`src/rtl/spi_flash_responder_if.sv`:
```
// spi_flash_responder_if: SPI pins, memory fetch port and busy flag shared between
// the flash responder (slave) and the controller/memory side (master).
interface spi_flash_responder_if;
   logic        spiScl;
   logic        spiNCs;
   logic        spiSi;
   logic        spiSo;
   logic        spiSoDriven;
   logic [23:0] memAddress;
   logic        memReadRequest;
   logic [7:0]  memReadData;
   logic        memReadValid;
   logic        busyIn;
   modport slave (
      input  spiScl, spiNCs, spiSi, memReadData, memReadValid, busyIn,
      output spiSo, spiSoDriven, memAddress, memReadRequest
   );
   modport master (
      output spiScl, spiNCs, spiSi, memReadData, memReadValid, busyIn,
      input  spiSo, spiSoDriven, memAddress, memReadRequest
   );
endinterface

```
`src/rtl/spi_flash_responder.sv`:
```
// spi_flash_responder: oversampled SPI mode-0 serial-NOR responder (JEDEC ID,
// status, WEL set/clear, sequential read with one-byte prefetch).
module spi_flash_responder #(
   parameter logic [7:0] manufacturingId = 8'hEF,
   parameter logic [7:0] memoryType      = 8'h40,
   parameter logic [7:0] memoryCap       = 8'h18
) (
   input logic                   clock,
   input logic                   reset,
   spi_flash_responder_if.slave  bus
);
   typedef enum logic [2:0] {IDLE, CMD, ADDR, ID_OUT, STAT_OUT, DATA_OUT, IGNORE} stateType;
   stateType    state;
   logic [2:0]  sclSync;
   logic [2:0]  csSync;
   logic [1:0]  siSync;
   logic [4:0]  bitCount;
   logic [23:0] shiftIn;
   logic [7:0]  outShift;
   logic [2:0]  outCount;
   logic [1:0]  idIndex;
   logic        wel;
   logic        fetchPending;
   logic        bufferValid;
   logic [7:0]  bufferData;
   logic        underrun;
   logic        sclRise;
   logic        sclFall;
   logic        csFall;
   logic        streaming;
   logic [23:0] shiftNext;
   logic [7:0]  idByte;
   logic [7:0]  nextByte;
   assign sclRise   = sclSync[1] & ~sclSync[2];
   assign sclFall   = ~sclSync[1] & sclSync[2];
   assign csFall    = ~csSync[1] & csSync[2];
   assign streaming = state inside {ID_OUT, STAT_OUT, DATA_OUT};
   assign shiftNext = {shiftIn[22:0], siSync[1]};
   assign idByte    = idIndex == 2'd0 ? manufacturingId : idIndex == 2'd1 ? memoryType : memoryCap;
   // An empty prefetch buffer at load time sends 0xFF and records an underrun.
   assign nextByte  = state == ID_OUT ? idByte :
                      state == STAT_OUT ? {6'd0, wel, bus.busyIn} :
                      bufferValid ? bufferData : 8'hFF;
   always_ff @(posedge clock or negedge reset) begin
      if (!reset) begin
         sclSync            <= '0;
         csSync             <= '0;
         siSync             <= '0;
         state              <= IDLE;
         bitCount           <= '0;
         shiftIn            <= '0;
         outShift           <= '0;
         outCount           <= '0;
         idIndex            <= '0;
         wel                <= 1'b0;
         fetchPending       <= 1'b0;
         bufferValid        <= 1'b0;
         bufferData         <= '0;
         underrun           <= 1'b0;
         bus.spiSo          <= 1'b0;
         bus.spiSoDriven    <= 1'b0;
         bus.memAddress     <= '0;
         bus.memReadRequest <= 1'b0;
      end else begin
         sclSync            <= {sclSync[1:0], bus.spiScl};
         csSync             <= {csSync[1:0], bus.spiNCs};
         siSync             <= {siSync[0], bus.spiSi};
         bus.memReadRequest <= 1'b0;
         if (bus.memReadValid && fetchPending) begin
            bufferData   <= bus.memReadData;
            bufferValid  <= 1'b1;
            fetchPending <= 1'b0;
         end
         // Deselect beats any coincident SCL edge and drops outstanding fetches.
         if (csSync[1]) begin
            state           <= IDLE;
            bus.spiSoDriven <= 1'b0;
            fetchPending    <= 1'b0;
            bufferValid     <= 1'b0;
         end else if (csFall) begin
            state    <= CMD;
            bitCount <= '0;
            underrun <= 1'b0;
         end else if (sclRise) begin
            shiftIn  <= shiftNext;
            bitCount <= bitCount + 5'd1;
            if (state == CMD && bitCount == 5'd7) begin
               bitCount <= '0;
               outCount <= '0;
               idIndex  <= '0;
               case (shiftNext[7:0])
                  8'h9F: begin state <= ID_OUT; bus.spiSoDriven <= 1'b1; end
                  8'h05: begin state <= STAT_OUT; bus.spiSoDriven <= 1'b1; end
                  8'h06: begin state <= IGNORE; wel <= 1'b1; end
                  8'h04: begin state <= IGNORE; wel <= 1'b0; end
                  8'h03: state <= ADDR;
                  default: state <= IGNORE;
               endcase
            end else if (state == ADDR && bitCount == 5'd23) begin
               bus.memAddress     <= shiftNext;
               bus.memReadRequest <= 1'b1;
               fetchPending       <= 1'b1;
               bufferValid        <= 1'b0;
               state              <= DATA_OUT;
               bus.spiSoDriven    <= 1'b1;
            end
         end else if (sclFall && streaming) begin
            outCount <= outCount + 3'd1;
            if (outCount == 3'd0) begin
               bus.spiSo <= nextByte[7];
               outShift  <= {nextByte[6:0], 1'b0};
               idIndex   <= idIndex == 2'd2 ? 2'd0 : idIndex + 2'd1;
               if (state == DATA_OUT) begin
                  bus.memAddress     <= bus.memAddress + 24'd1;
                  bus.memReadRequest <= 1'b1;
                  fetchPending       <= 1'b1;
                  bufferValid        <= 1'b0;
                  underrun           <= underrun | ~bufferValid;
               end
            end else begin
               bus.spiSo <= outShift[7];
               outShift  <= {outShift[6:0], 1'b0};
            end
         end
      end
   end
endmodule

```
`src/flat_wrapper.sv`:
```
// flat-port wrapper written by rule: the top's interface ports become plain ports
module spi_flash_responder_flat 
#(
   parameter logic [7:0] manufacturingId = 8'hEF,
   parameter logic [7:0] memoryType      = 8'h40,
   parameter logic [7:0] memoryCap       = 8'h18
)
  (clock, reset, bus_spiScl, bus_spiNCs, bus_spiSi, bus_memReadData, bus_memReadValid, bus_busyIn, bus_spiSo, bus_spiSoDriven, bus_memAddress, bus_memReadRequest);
  spi_flash_responder_if bus_i ();
  input logic clock;
  input logic reset;
  input wire logic [$bits(bus_i.spiScl)-1:0] bus_spiScl;
  input wire logic [$bits(bus_i.spiNCs)-1:0] bus_spiNCs;
  input wire logic [$bits(bus_i.spiSi)-1:0] bus_spiSi;
  input wire logic [$bits(bus_i.memReadData)-1:0] bus_memReadData;
  input wire logic [$bits(bus_i.memReadValid)-1:0] bus_memReadValid;
  input wire logic [$bits(bus_i.busyIn)-1:0] bus_busyIn;
  output wire logic [$bits(bus_i.spiSo)-1:0] bus_spiSo;
  output wire logic [$bits(bus_i.spiSoDriven)-1:0] bus_spiSoDriven;
  output wire logic [$bits(bus_i.memAddress)-1:0] bus_memAddress;
  output wire logic [$bits(bus_i.memReadRequest)-1:0] bus_memReadRequest;
  assign bus_i.spiScl = bus_spiScl;
  assign bus_i.spiNCs = bus_spiNCs;
  assign bus_i.spiSi = bus_spiSi;
  assign bus_i.memReadData = bus_memReadData;
  assign bus_i.memReadValid = bus_memReadValid;
  assign bus_i.busyIn = bus_busyIn;
  assign bus_spiSo = bus_i.spiSo;
  assign bus_spiSoDriven = bus_i.spiSoDriven;
  assign bus_memAddress = bus_i.memAddress;
  assign bus_memReadRequest = bus_i.memReadRequest;
  spi_flash_responder #(.manufacturingId(manufacturingId), .memoryType(memoryType), .memoryCap(memoryCap)) u_core (.clock(clock), .reset(reset), .bus(bus_i));
endmodule
```
`config.mk`:
```
export PLATFORM = sky130hd
export DESIGN_NAME = spi_flash_responder_flat
export DESIGN_NICKNAME = d
export VERILOG_FILES = /design/src/rtl/spi_flash_responder_if.sv /design/src/rtl/spi_flash_responder.sv /design/src/flat_wrapper.sv
export SDC_FILE = /design/constraint.sdc
export NUM_CORES = 1
export LEC_CHECK = 0
export CELL_PAD_IN_SITES_DETAIL_PLACEMENT = 1
export CELL_PAD_IN_SITES_GLOBAL_PLACEMENT = 1
export CORE_MARGIN = 2
export CORE_UTILIZATION = 49
export CTS_CLUSTER_DIAMETER = 80
export DETAILED_ROUTE_END_ITERATION = 12
export GPL_ROUTABILITY_DRIVEN = 0
export GPL_TIMING_DRIVEN = 0
export HOLD_SLACK_MARGIN = 0.05
export PLACE_DENSITY = 0.92
export SLEW_MARGIN = 20
export SYNTH_ARGS = -nofsm -noshare
export SYNTH_HDL_FRONTEND = slang
export SYNTH_SLANG_ARGS = --single-unit
```
`constraint.sdc`:
```
create_clock -name clock -period 3.26 [get_ports clock]
set_input_delay 0.652 -clock clock [delete_from_list [all_inputs] [get_ports clock]]
set_output_delay 0.652 -clock clock [all_outputs]
set_load 0.02 [all_outputs]
```
==> results.cfg, run 1 <==
[outcome]
outcome = finished, final reports clean

[yosys]
synth.distinct_cells = 65
synth_fp_nets = 471
yosys_warnings = 0
yosysSeqAreaShare = 0.474
syn_inst = 452
synth_area_sq_um = 4700
ys_ff_latch = 89
synth_edf_count = 0
synth_flop_cell = dfrtp_1
synthArstFlopShare = 1.00
synth_area_per_cell_sq_um = 10.4

[sta]
worst_pin_slew_ns = 0.726
finalHoldViolations = 0
final.min_clock_period_ns = 2.58
fmax_mhz = 388
final-setup-viol-count = 0
period_share = 0.791
maxSlewViolCount = 0
clock_skew_ns = 0.0140
slew_headroom = 0.514
setup_ws_ns = 0.683
rsz0062_at_grt = false

[power]
p_int_mw = 1.54
p_switching_mw = 0.577
power_frac_clock = 0.354
cellLeakagePower_nw = 2.28
p_per_area_nw_per_um2 = 386
power.share.switching = 0.273
combPwrFrac = 0.086
ir_drop_mv = 0.258
power_frac_seq = 0.560

[grt]
grt_max_degree = 53
antenna_found_initial = 0
grt_overflow = 0
grt_pass1_vias = 4339
grt_pass1_wl_um = 22700
grtUsageTotal = 0.283

[critical_path]
crit_required_ns = 3.49
worstPathArrival_ns = 2.81
crit_path_start_kind = flop
critPathMaxFanout = 10
path_class = flop to flop
endpoint_kind = flop

[placement]
port_buffers = 41
hpwl_um = 9500
placed_cell_area_sq_um = 5300
pre_cts_ws_ns = 0.788

[clocking]
cts_root_buf = clkbuf_8
htree_levels = 3
clk_path_buf_depth = 2
cts_tree = done
clkSinkCount = 89
cts_buffers = 9
cts_resized = 0
clk_latency_ns = 0.37
clk_pin_slew_ns = 0.09
post_cts_buffers = 0
holdBufCountCts = 0

[drt]
drc_errors = 0
ant_nets = 0
wl_um = 13900
vias = 4195
drt_iter0_markers = 294
viasPerCell = 6.56
avgRoutedWirePerCell_um = 21.8
dr.pass1.iters = 5

[die]
initial_core_util = 0.506
floorplan.die.height_um = 102
fp.dieArea_sq_um = 10400
die_w_um = 102
num_rows = 35
ios = 42
core-area_sq_um = 9280

[cells_and_area]
drive_gt1_frac = 0.147
post-route-util = 0.591
num_antenna_cells = 0
nets = 524
multi_input_area_sq_um = 2270
design_area_sq_um = 5480
syn_to_final_growth_pct = 16.7
fillers = 1051
regArea_sq_um = 2230

[job]
drv_cap = 0

[worst_hold_path]
min_path_type = primary input to asynchronous set/reset pin
[power groups by stage]
stage | Combinational [mW] | Clock, mW | Sequential (mW)
2_1_floorplan | 0.107 | 0 | 1.19
3_3_place_gp | 0.168 | 0 | 1.20
3_5_place_dp | 0.180 | 0 | 1.21
4_1_cts | 0.183 | 0.752 | 1.19
5_1_grt | 0.203 | 0.795 | 1.19
6_report | 0.182 | 0.748 | 1.19
[stage by stage]
stage / power [mW] / setup TNS [ns] / hold WS (ns) / std cells
after detailed placement: 1.39 / 0 / 0.336 / 623
after global placement: 1.37 / -149.10 / 0.331 / 622
final: 2.12 / 0 / 0.258 / 639
after floorplan: 1.30 / 0 / 0.331 / 452
after CTS: 2.12 / 0 / 0.268 / 639
after global routing: 2.19 / 0 / 0.290 / 639
[cells in the final DEF, fill, tap and decap left out, types with 5 or more instances in the layout]
master           count
dfrtp_1             89
clkdlybuf4s50_1     40
mux2_2              34
nand2_1             29
nand3_1             21
nor2_1              19
a21oi_1             16
nor3_1              16
o21ai_0             16
clkbuf_1            15
nand2b_1            12
clkbuf_8            11
nor2b_1             10
o211ai_1            10
nand4_1             10
a211oi_1             9
and3_1               8
buf_2                7
o31ai_1              7
buf_1                6
a31oi_1              6
inv_1                5
and4_1               5
a41oi_1              5
a32oi_1              5
a22oi_1              5
o22ai_1              5
[sequential cells by signal, indices dropped and copies added (netlist names)]
signal	cells
u_core.sclSync	3
u_core.bus.memReadRequest	1
u_core.bus.spiSo	1
u_core.bus.spiSoDriven	1
u_core.idIndex	2
u_core.wel	1
u_core.fetchPending	1
u_core.bufferData	8
u_core.state	3
u_core.bufferValid	1
u_core.siSync	2
u_core.bus.memAddress	24
u_core.outShift	7
u_core.bitCount	5
u_core.shiftIn	23
u_core.outCount	3
u_core.csSync	3
[critical path: stages (launching register included)]
cell,delay (ns)
dfrtp_1,0.46
ha_1,0.27
nor4bb_1,0.30
buf_2,0.26
and4_1,0.20
buf_2,0.25
nor2_2,0.13
inv_2,0.14
buf_2,0.30
a211oi_1,0.13
[path summary, 6_finish.rpt]
kind | startpoint | depth (start not counted) | slack [ns] | to
worst max-delay path | u_core.bitCount[0] | 9 | 0.68 | u_core.bus.memAddress[23]
worst min-delay path | reset | 1 | 0.26 | u_core.shiftIn[17]
worst min register to register | u_core.csSync[0] | 0 | 0.36 | u_core.csSync[1]
worst max register to register | u_core.bitCount[0] | 9 | 0.68 | u_core.bus.memAddress[23]
max in group asynchronous | reset | 2 | 2.36 | u_core.bus.memAddress[3]
min in group clock | u_core.csSync[0] | 0 | 0.36 | u_core.csSync[1]
[final cells by class]
class / instances / area share
buffer: 34 / 0.0326
clock buffer: 11 / 0.0276
clock inverter: 5 / 0.00684
inverter: 6 / 0.00411
multi-input combinational: 323 / 0.414
sequential: 89 / 0.406
tap: 129 / 0.0294
timing repair buffer: 42 / 0.0794
[cells in the mapped netlist (3+ instances only)]
| cell type | instances | share of area |
|---|---|---|
| and3_1 | 8 | 0.011 |
| clkbuf_1 | 15 | 0.012 |
| o21a_1 | 3 | 0.0048 |
| nand4_1 | 10 | 0.013 |
| a41oi_1 | 5 | 0.0093 |
| buf_6 | 4 | 0.0096 |
| nand2_1 | 29 | 0.023 |
| nand3_1 | 21 | 0.022 |
| o22a_1 | 4 | 0.0075 |
| and2_1 | 4 | 0.0053 |
| nand3b_1 | 3 | 0.0048 |
| buf_1 | 6 | 0.0048 |
| o32ai_1 | 4 | 0.0075 |
| a22o_1 | 3 | 0.0056 |
| o21ai_0 | 16 | 0.017 |
| o22ai_1 | 5 | 0.0067 |
| o31ai_1 | 7 | 0.011 |
| a22oi_1 | 5 | 0.0080 |
| a21oi_2 | 3 | 0.0056 |
| buf_2 | 7 | 0.0075 |
| nor2_1 | 19 | 0.015 |
| nor3_1 | 16 | 0.017 |
| o211ai_1 | 10 | 0.016 |
| a21oi_1 | 16 | 0.017 |
| o31a_1 | 3 | 0.0056 |
| a311oi_1 | 4 | 0.0075 |
| a2bb2oi_2 | 3 | 0.0096 |
| nor2b_1 | 10 | 0.013 |
| mux2_2 | 34 | 0.081 |
| o41ai_1 | 3 | 0.0056 |
| a32oi_1 | 5 | 0.0093 |
| and4_1 | 5 | 0.0093 |
| dfrtp_1 | 89 | 0.47 |
| ha_1 | 4 | 0.011 |
| a31oi_1 | 6 | 0.0080 |
| a211oi_1 | 9 | 0.014 |
| inv_1 | 5 | 0.0040 |
| o311ai_0 | 4 | 0.0075 |
| nand2b_1 | 12 | 0.016 |
| a2bb2oi_1 | 3 | 0.0056 |
[routing by layer]
| metal | wire length (um) | track usage | vias up |
|---|---|---|---|
| met5 | 0 | 0 | - |
| met1 | 5930 | 0.377 | 2154 |
| met3 | 712 | 0.0404 | 40 |
| met2 | 6930 | 0.468 | 155 |
| met4 | 352 | 0.112 | 0 |
| li1 | - | - | 1846 |
[logic make-up after synthesis]
family,share of synthesized area
adder cells (fa/ha/maj),0.0107
buffers and inverters,0.0429
multiplexers,0.0836
AND/OR/NAND/NOR,0.179
flip-flops,0.474
AO/OA/AOI/OAI,0.210
Power figures use the tool's default switching activity.
==> inputs of run 2 (changes only) <==
CORE_UTILIZATION = 41   (was 49)
PLACE_DENSITY = 0.83   (was 0.92)
clock period = 2.37 ns   (was 3.26 ns; I/O delays follow)
==> run 2 against run 1 <==
Against the previous run: power up 72%; setup slack worse by 0.61 ns; die area up 19%; final area up 4.1%; non-clock buffer count up 2; clock power up 140%; utilization down 8.7 points; first-iteration DRC count up 19%; cell count up 2.5%; sequential power up 37%; highest routed layer unchanged; critical path depth unchanged; maximum frequency up 12%.
==> results.cfg, run 2 (synthesis gave the netlist of run 1 again) <==
[clocking]
clk_latency_ns = 0.36
clk_path_buf_depth = 2
cts_root_buf = clkbuf_16
cts_buffers = 9
htree_levels = 3
clk_pin_slew_ns = 0.06
clkSinkCount = 89
cts_tree = done

[sta]
clock_skew_ns = 0.00529
fin_hold_ws_ns = 0.116
final-setup-viol-count = 0
maxSlewViolCount = 0
worst_pin_slew_ns = 0.726
period_share = 0.971
finalHoldViolations = 0
fmax_mhz = 435
final.min_clock_period_ns = 2.30
slew_headroom = 0.512
tns_ns = 0

[die]
floorplan.die.height_um = 111
num_rows = 39
die_w_um = 111
ios = 42
fp.dieArea_sq_um = 12300
core-area_sq_um = 11300
initial_core_util = 0.415

[grt]
grt_overflow = 0
grt_pass1_wl_um = 23200
antenna_found_initial = 0
grt_pass1_vias = 4364
grt_max_degree = 49
grtUsageTotal = 0.237

[power]
power_mw = 3.65
combPwrFrac = 0.071
power_frac_seq = 0.448
cellLeakagePower_nw = 2.38
p_per_area_nw_per_um2 = 639
ir_drop_mv = 0.347
power.share.switching = 0.230
p_int_mw = 2.81
p_switching_mw = 0.838
power_frac_clock = 0.481

[cells_and_area]
fillers = 1275
reg_top3 = u_core.bus.memAddress: 24 flops, u_core.shiftIn: 23 flops, u_core.bufferData: 8 flops
largest_reg_flops = 24
final_common_cell = dfrtp_1
multi_input_area_sq_um = 2280
design_area_sq_um = 5710
syn_to_final_growth_pct = 21.5
regArea_sq_um = 2230
num_antenna_cells = 0
drive_gt1_frac = 0.158
nets = 526
layout_common_cells = dfrtp_1, clkdlybuf4s50_1, mux2_2, nand2_1, nand3_1
top_register = u_core.bus.memAddress

[drt]
drt_iter0_markers = 349
wl_um = 14500
dr.pass1.iters = 5
ant_nets = 0
avgRoutedWirePerCell_um = 22.1
vias = 4184
drc_errors = 0
viasPerCell = 6.39

[critical_path]
crit_required_ns = 2.58
crit_path_start_kind = flop
endpoint_kind = flop
worstPathArrival_ns = 2.52
path_class = flop to flop
critPathMaxFanout = 10

[outcome]
outcome = finished, final reports clean

[placement]
port_buffers = 41
hpwl_um = 9680
placed_cell_area_sq_um = 5310

[job]
drv_cap = 0

[worst_hold_path]
min_path_type = primary input to asynchronous set/reset pin
run 2: final cells by class:
| cell class | instances | share of cell area |
|---|---|---|
| clock inverter | 6 | 0.0228 |
| tap | 143 | 0.0313 |
| inverter | 6 | 0.00395 |
| buffer | 34 | 0.0331 |
| clock buffer | 10 | 0.0401 |
| sequential | 89 | 0.390 |
| multi-input combinational | 323 | 0.399 |
| timing repair buffer | 44 | 0.0789 |
run 2: power by group through the flow:
stage	Clock, mW	Sequential (mW)	Combinational, mW
global placement	0	1.66	0.234
global route	1.85	1.64	0.285
finish	1.76	1.63	0.257
floorplan	0	1.64	0.148
CTS	1.78	1.63	0.257
detailed placement	0	1.66	0.255
run 2: final timing paths:
kind / cells past startpoint / end / from / slack (ns)
max reg2reg: 9 / u_core.bus.memAddress[16] / u_core.bitCount[1] / 0.07
min: 1 / u_core.shiftIn[9] / reset / 0.12
max: 9 / u_core.bus.memAddress[16] / u_core.bitCount[1] / 0.07
min in group clock: 0 / u_core.siSync[1] / u_core.siSync[0] / 0.36
min reg2reg: 0 / u_core.siSync[1] / u_core.siSync[0] / 0.36
max in group asynchronous: 2 / u_core.bufferData[7] / reset / 1.60
run 2: stage by stage:
stage                     setup slack, ns   util  std cells
final                              0.0690  0.504        655
after global routing             -0.00985  0.504        655
after CTS                         0.00486  0.502        653
after detailed placement          -0.0395  0.469        637
after global placement              -2.42  0.467        636
after floorplan                     0.406      -        452
run 2: what timing repair did:
item | 4_1_cts | 5_1_grt
endpoints found under the setup margin | 16 | 39
setup buffers | 0 | 2
resized for setup | 3 | 6
hold buffers | 0 | 0
pin swaps | 0 | 1
run 2: layer usage:
| metal | wire [um] | GRT usage | vias up |
|---|---|---|---|
| met5 | 0 | 0 | - |
| met4 | 269 | 0.0897 | 0 |
| met3 | 738 | 0.0580 | 31 |
| met2 | 7270 | 0.394 | 126 |
| met1 | 6180 | 0.301 | 2180 |
| li1 | - | - | 1847 |
run 2: worst max-delay path, cell delays in order, from the launching register on:
cell,delay [ns]
dfrtp_1,0.42
ha_2,0.26
nor4bb_1,0.33
buf_4,0.23
and4_1,0.18
clkbuf_4,0.22
nor2_4,0.09
inv_2,0.11
buf_4,0.20
a211oi_1,0.11
==> inputs of run 3 (changes only) <==
==> constraint.sdc (replaced) <==
create_clock -name clock -period 2.37 [get_ports clock]
set_input_delay 0.3555 -clock clock [delete_from_list [all_inputs] [get_ports clock]]
set_output_delay 0.3555 -clock clock [all_outputs]
set_load 0.02 [all_outputs]
==> run 3 against run 2 <==
Against the previous run: die area stayed put; first-iteration DRC count shrank 25%; count of clock-buffer cells in the layout unchanged; critical path type unchanged; clock power is essentially flat; largest power group unchanged; highest routed layer unchanged; non-clock buffer count rose by 1; sequential power barely moved; critical endpoint unchanged.
==> results.cfg, run 3 (synthesis gave the netlist of run 1 again) <==
[critical_path]
endpoint_kind = flop
reg2reg_depth = 9
crit_required_ns = 2.59
critPathMaxFanout = 10
rr_startpoint = u_core.bitCount[1]
reg2reg_to = u_core.bus.memAddress[16]
crit_path_start_kind = flop
worstPathArrival_ns = 2.51
ff2ff_setup_slack_ns = 0.08
path_class = flop to flop

[drt]
vias = 4209
drc_errors = 0
avgRoutedWirePerCell_um = 22.0
viasPerCell = 6.42
wl_um = 14400
dr.pass1.iters = 5
ant_nets = 0
drt_iter0_markers = 263

[cells_and_area]
reg_top3 = u_core.bus.memAddress: 24 flops, u_core.shiftIn: 23 flops, u_core.bufferData: 8 flops
fillers = 1274
post-route-util = 0.505
syn_to_final_growth_pct = 21.7
layout_common_cells = dfrtp_1, clkdlybuf4s50_1, mux2_2, nand2_1, nand3_1
final_common_cell = dfrtp_1
drive_gt1_frac = 0.158
num_antenna_cells = 0
top_register = u_core.bus.memAddress
largest_reg_flops = 24
nets = 527

[sta]
slew_headroom = 0.502
maxSlewViolCount = 0
clock_skew_ns = 0.00498
worst_pin_slew_ns = 0.742
setup_ws_ns = 0.0801
tns_ns = 0
final.min_clock_period_ns = 2.29
final-setup-viol-count = 0
period_share = 0.966
fin_hold_ws_ns = 0.356
finalHoldViolations = 0
fmax_mhz = 437

[grt]
use_met3 = 0.0580
grt_max_degree = 49
grt-busiest-layer = met2
grt_overflow = 0
antenna_found_initial = 0
grt_use_met1 = 0.301
grt_pass1_vias = 4367
grtUsageTotal = 0.237
grt_pass1_wl_um = 23200
gr-usage-met2 = 0.394

[clocking]
clk_pin_slew_ns = 0.06
cts_root_buf = clkbuf_16
clk_path_buf_depth = 2
clkSinkCount = 89
cts_buffers = 9
cts_tree = done
clk_latency_ns = 0.36
htree_levels = 3

[die]
die_w_um = 111
initial_core_util = 0.415
core-area_sq_um = 11300
fp.dieArea_sq_um = 12300
num_rows = 39
ios = 42
floorplan.die.height_um = 111

[worst_hold_path]
min_path_cells = 0
hold-path-endpoint = u_core.siSync[1]
min_path_type = flop to flop
hold_start = u_core.siSync[0]

[power]
cellLeakagePower_nw = 2.38
power_mw = 3.65
ir_drop_mv = 0.347
p_per_area_nw_per_um2 = 638

[placement]
hpwl_um = 9680
pre_cts_ws_ns = -0.0395
port_buffers = 41

[job]
drv_cap = 0

[outcome]
outcome = finished, final reports clean
run 3: cell types whose count changed in the layout (fill, tap and decap cells not counted):
cell	change
dlygate4sd3_1	+1
run 3: worst max-delay path, stage by stage, from the launching register on:
cell and delay (ns):
dfrtp_1 0.42, ha_2 0.26, nor4bb_1 0.33, buf_4 0.23, and4_1 0.19, clkbuf_4 0.22, nor2_4 0.09, inv_2 0.10
buf_4 0.20, a211oi_1 0.11
run 3: timing repair:
action                                 CTS  global route
buffers inserted                         0             2
setup endpoints to repair               16            39
cloned                                   0             0
hold buffers                             1             0
resized for setup                        3             6
pin swaps                                0             1
endpoints found under the hold margin   41             0
run 3: final cells by class:
| type | instances | area [sq um] | share of cell area |
|---|---|---|---|
| Multi-Input combinational cell | 323 | 2280 | 0.399 |
| Sequential cell | 89 | 2230 | 0.390 |
| Timing Repair Buffer | 45 | 460 | 0.0805 |
| Clock buffer | 10 | 229 | 0.0400 |
| Buffer | 34 | 189 | 0.0330 |
| Tap cell | 143 | 179 | 0.0313 |
| Clock inverter | 6 | 130 | 0.0228 |
| Inverter | 6 | 22.5 | 0.00394 |
run 3: per-layer routing:
metal	routed length (um)	share of wire
met1	6180	0.43
met4	280	0.019
met3	738	0.051
met2	7250	0.50
met5	0	0
run 3: where the power goes:
part / internal [mW] / switching (mW) / total (mW)
Combinational: 0.111 / 0.148 / 0.259
Clock: 1.13 / 0.622 / 1.76
Sequential: 1.57 / 0.0679 / 1.63
Total: 2.81 / 0.838 / 3.65
run 3: how the worst max path moves through the flow:
stage	start	to	slack, ns	cells past startpoint
global placement	reset	u_core.bufferData[3]	-2.30	1
finish	u_core.bitCount[1]	u_core.bus.memAddress[16]	0.08	9
global route	u_core.bitCount[1]	u_core.bus.memAddress[16]	-0.01	9
floorplan	u_core.bitCount[0]	u_core.bus.memAddress[23]	0.41	9
CTS	u_core.bitCount[0]	u_core.bus.memAddress[4]	0.005	7
detailed placement	u_core.bitCount[0]	u_core.bus.memAddress[16]	-0.04	9
run 3: through the flow:
stage,instances,cell area [sq um]
2_1_floorplan,452,4700
3_3_place_gp,636,5290
3_5_place_dp,637,5310
4_1_cts,654,5690
5_1_grt,656,5720
6_report,656,5720
==> edit (config.mk and constraints of run 2) <==
Reset style: synchronous (`reset`), changed in one clocked block.
--- a/src/rtl/spi_flash_responder.sv
+++ b/src/rtl/spi_flash_responder.sv
@@ -41,7 +41,7 @@
    assign nextByte  = state == ID_OUT ? idByte :
                       state == STAT_OUT ? {6'd0, wel, bus.busyIn} :
                       bufferValid ? bufferData : 8'hFF;
-   always_ff @(posedge clock or negedge reset) begin
+   always_ff @(posedge clock) begin
       if (!reset) begin
          sclSync            <= '0;
          csSync             <= '0;
Check against the original RTL: same outputs for any inputs over 10 cycles, from zero or initial values and one cycle with reset low; that may be too few to reach the edited logic, so the function may still have changed.
==> edit against run 2 <==
  * Global-route usage rose by 1.8 points
  * Wire length decreased by 0.36%
  * Area after synthesis down 5.5%
  * Count of clock-buffer cells in the layout rose by 2
  * Worst setup slack improved by 0.076 ns
  * Die area decreased by 5.3%
  * Sequential cell count did not move
  * Cell area decreased by 7.3%
  * Power shrank 23%
  * First-iteration DRC count shrank 16%
  * Critical endpoint is now u_core.bus.memAddress[22]
  * Critical path depth down 3
  * Fmax grew 3.4%
==> edit: results (changes against run 2) <==
Synth cell types 69 (+6.2%); Syn Nets 578 (+23%); Worst-Skew Late Latency 0.38 ns (+0.02 ns); fill cell count 1,320 (+3.5%); gr usage total 25.6% (+1.8 points); clk root buf clkbuf_8; DR vias/cell 5.95 (-6.9%); PortBufs 39 (-4.9%); Crit path arrival time 2.49 ns (-0.03 ns); HP Class register to register; flop2flop setup slack 0.14 ns (+0.08 ns); initial antenna violation count 0 (unchanged); critical path peak fanout 6 (-4); ys async rst share 0% (-100 points); Setup Skew 0.0139 ns (+0.00866 ns); pre-CTS setup slack 0.0261 ns (+0.0656 ns); Worst-path clk slew 0.09 ns (+0.03 ns); Tcrit/Tclk final 93.9% (-3.2 points); Post-synth top cells nand2_1 (96), dfxtp_1 (89), a21oi_1 (79), nor2_1 (40), nand3_1 (26); P_leak 1.81 nW (-24%); diode count 0 (unchanged); Detailed Routing Iterations Pass 1 6 (+1); Clock buf/inv share 3.97% (-2.3 points); drt wl/cell 19.0 µm (-14%); delay-heaviest family, CP simple AND/OR/NAND/NOR gates; multi-input logic area 2450 µm² (+7.4%); initial DRC count 293 (-16%); TritonCTS buffer count 9 (unchanged); Inverters 13 (+7); Longest Clk Path Bufs 2 (unchanged); Yosys warnings 0 (unchanged); Relative slew margins 57.0% (+5.7 points); Worst R2R Path Depth 6 (-3); CTS H-tree lvls 3 (unchanged); HPWL after DPL 10,400 µm (+7.0%); IR drop worst, VDD 0.000279 V (-20%); number of global-route vias before repair 4,543 (+4.1%); Seq cells post-synth 89 (unchanged); Seq/Total Area, Yosys 40.1% (-7.3 points); share of layout cells above drive strength 1 9.06% (-6.8 points); largest net degree at the start of global routing 14 (-71%); HP Start u_core.sclSync[0]; nets@finish 633 (+20%); top-area cell type share of the netlist area 40.1% (-7.3 points); CP max stage cell dfxtp_1; crit-path max cell delay 0.48 ns (+0.06 ns); RR Startpoint u_core.bus.memAddress[1]; clock buffers 12 (+2); NonClk Buf Share 11.7% (+0.53 points); Worst R2R End u_core.bus.memAddress[22]; register fraction of the total cell area 33.7% (-5.3 points); nonclk buf count 79 (+1.3%); outcome complete, no violations; Area contributors post-synth dfxtp_1 (40%), a21oi_1 (8.9%), nand2_1 (8.1%); comb_multi_in 422 (+31%); first-pass GRT wire length 23,100 µm (-0.24%)
## edit: worst max path at each step
stage          depth (start not counted)                      from                        end
4_1_cts                                9        u_core.outCount[0]  u_core.bus.memAddress[14]
3_5_place_dp                           9        u_core.outCount[0]  u_core.bus.memAddress[14]
2_1_floorplan                          6  u_core.bus.memAddress[0]  u_core.bus.memAddress[22]
3_3_place_gp                           8        u_core.bitCount[0]   u_core.bus.memAddress[0]
6_report                               6  u_core.bus.memAddress[1]  u_core.bus.memAddress[22]
5_1_grt                                5         u_core.sclSync[2]         u_core.shiftIn[12]
## edit: metrics by stage
stage / hold slack, ns / instance area, µm² / cells
after global placement: 0.415 / 5010 / 738
after global routing: 0.461 / 5290 / 758
after detailed placement: 0.431 / 5010 / 738
after floorplan: 0.412 / 4440 / 559
final: 0.442 / 5290 / 758
after CTS: 0.456 / 5220 / 753
## edit: logic make-up after synthesis
logic type,after synthesis,share of synthesized area (%)
simple gates,247,28.7
xor+xnor,2,0.394
compound gates,162,22.7
mux,7,1.63
buf+inv,48,5.32
fa+ha+maj,4,1.13
flops,89,40.1
## edit: what timing repair did
| item | 4_1_cts | 5_1_grt |
|---|---|---|
| gates resized for setup | 0 | 8 |
| endpoints found under the setup margin | 0 | 19 |
| setup buffers | 0 | 6 |
## edit: layer usage
layer  share of wire (%)  vias up  global-route usage, %
met1                  42     2217                   31.5
li1                    -     2111                      -
met2                  51      148                   44.7
met3                 5.4       31                   5.36
met4                 1.4        0                   7.88
met5                   0        -                      0
## edit: report_power, final
part           internal [W]  switching [W]
combinational     0.0000499      0.0000980
sequential          0.00150     0.00000858
clock              0.000617       0.000538
total               0.00217       0.000644
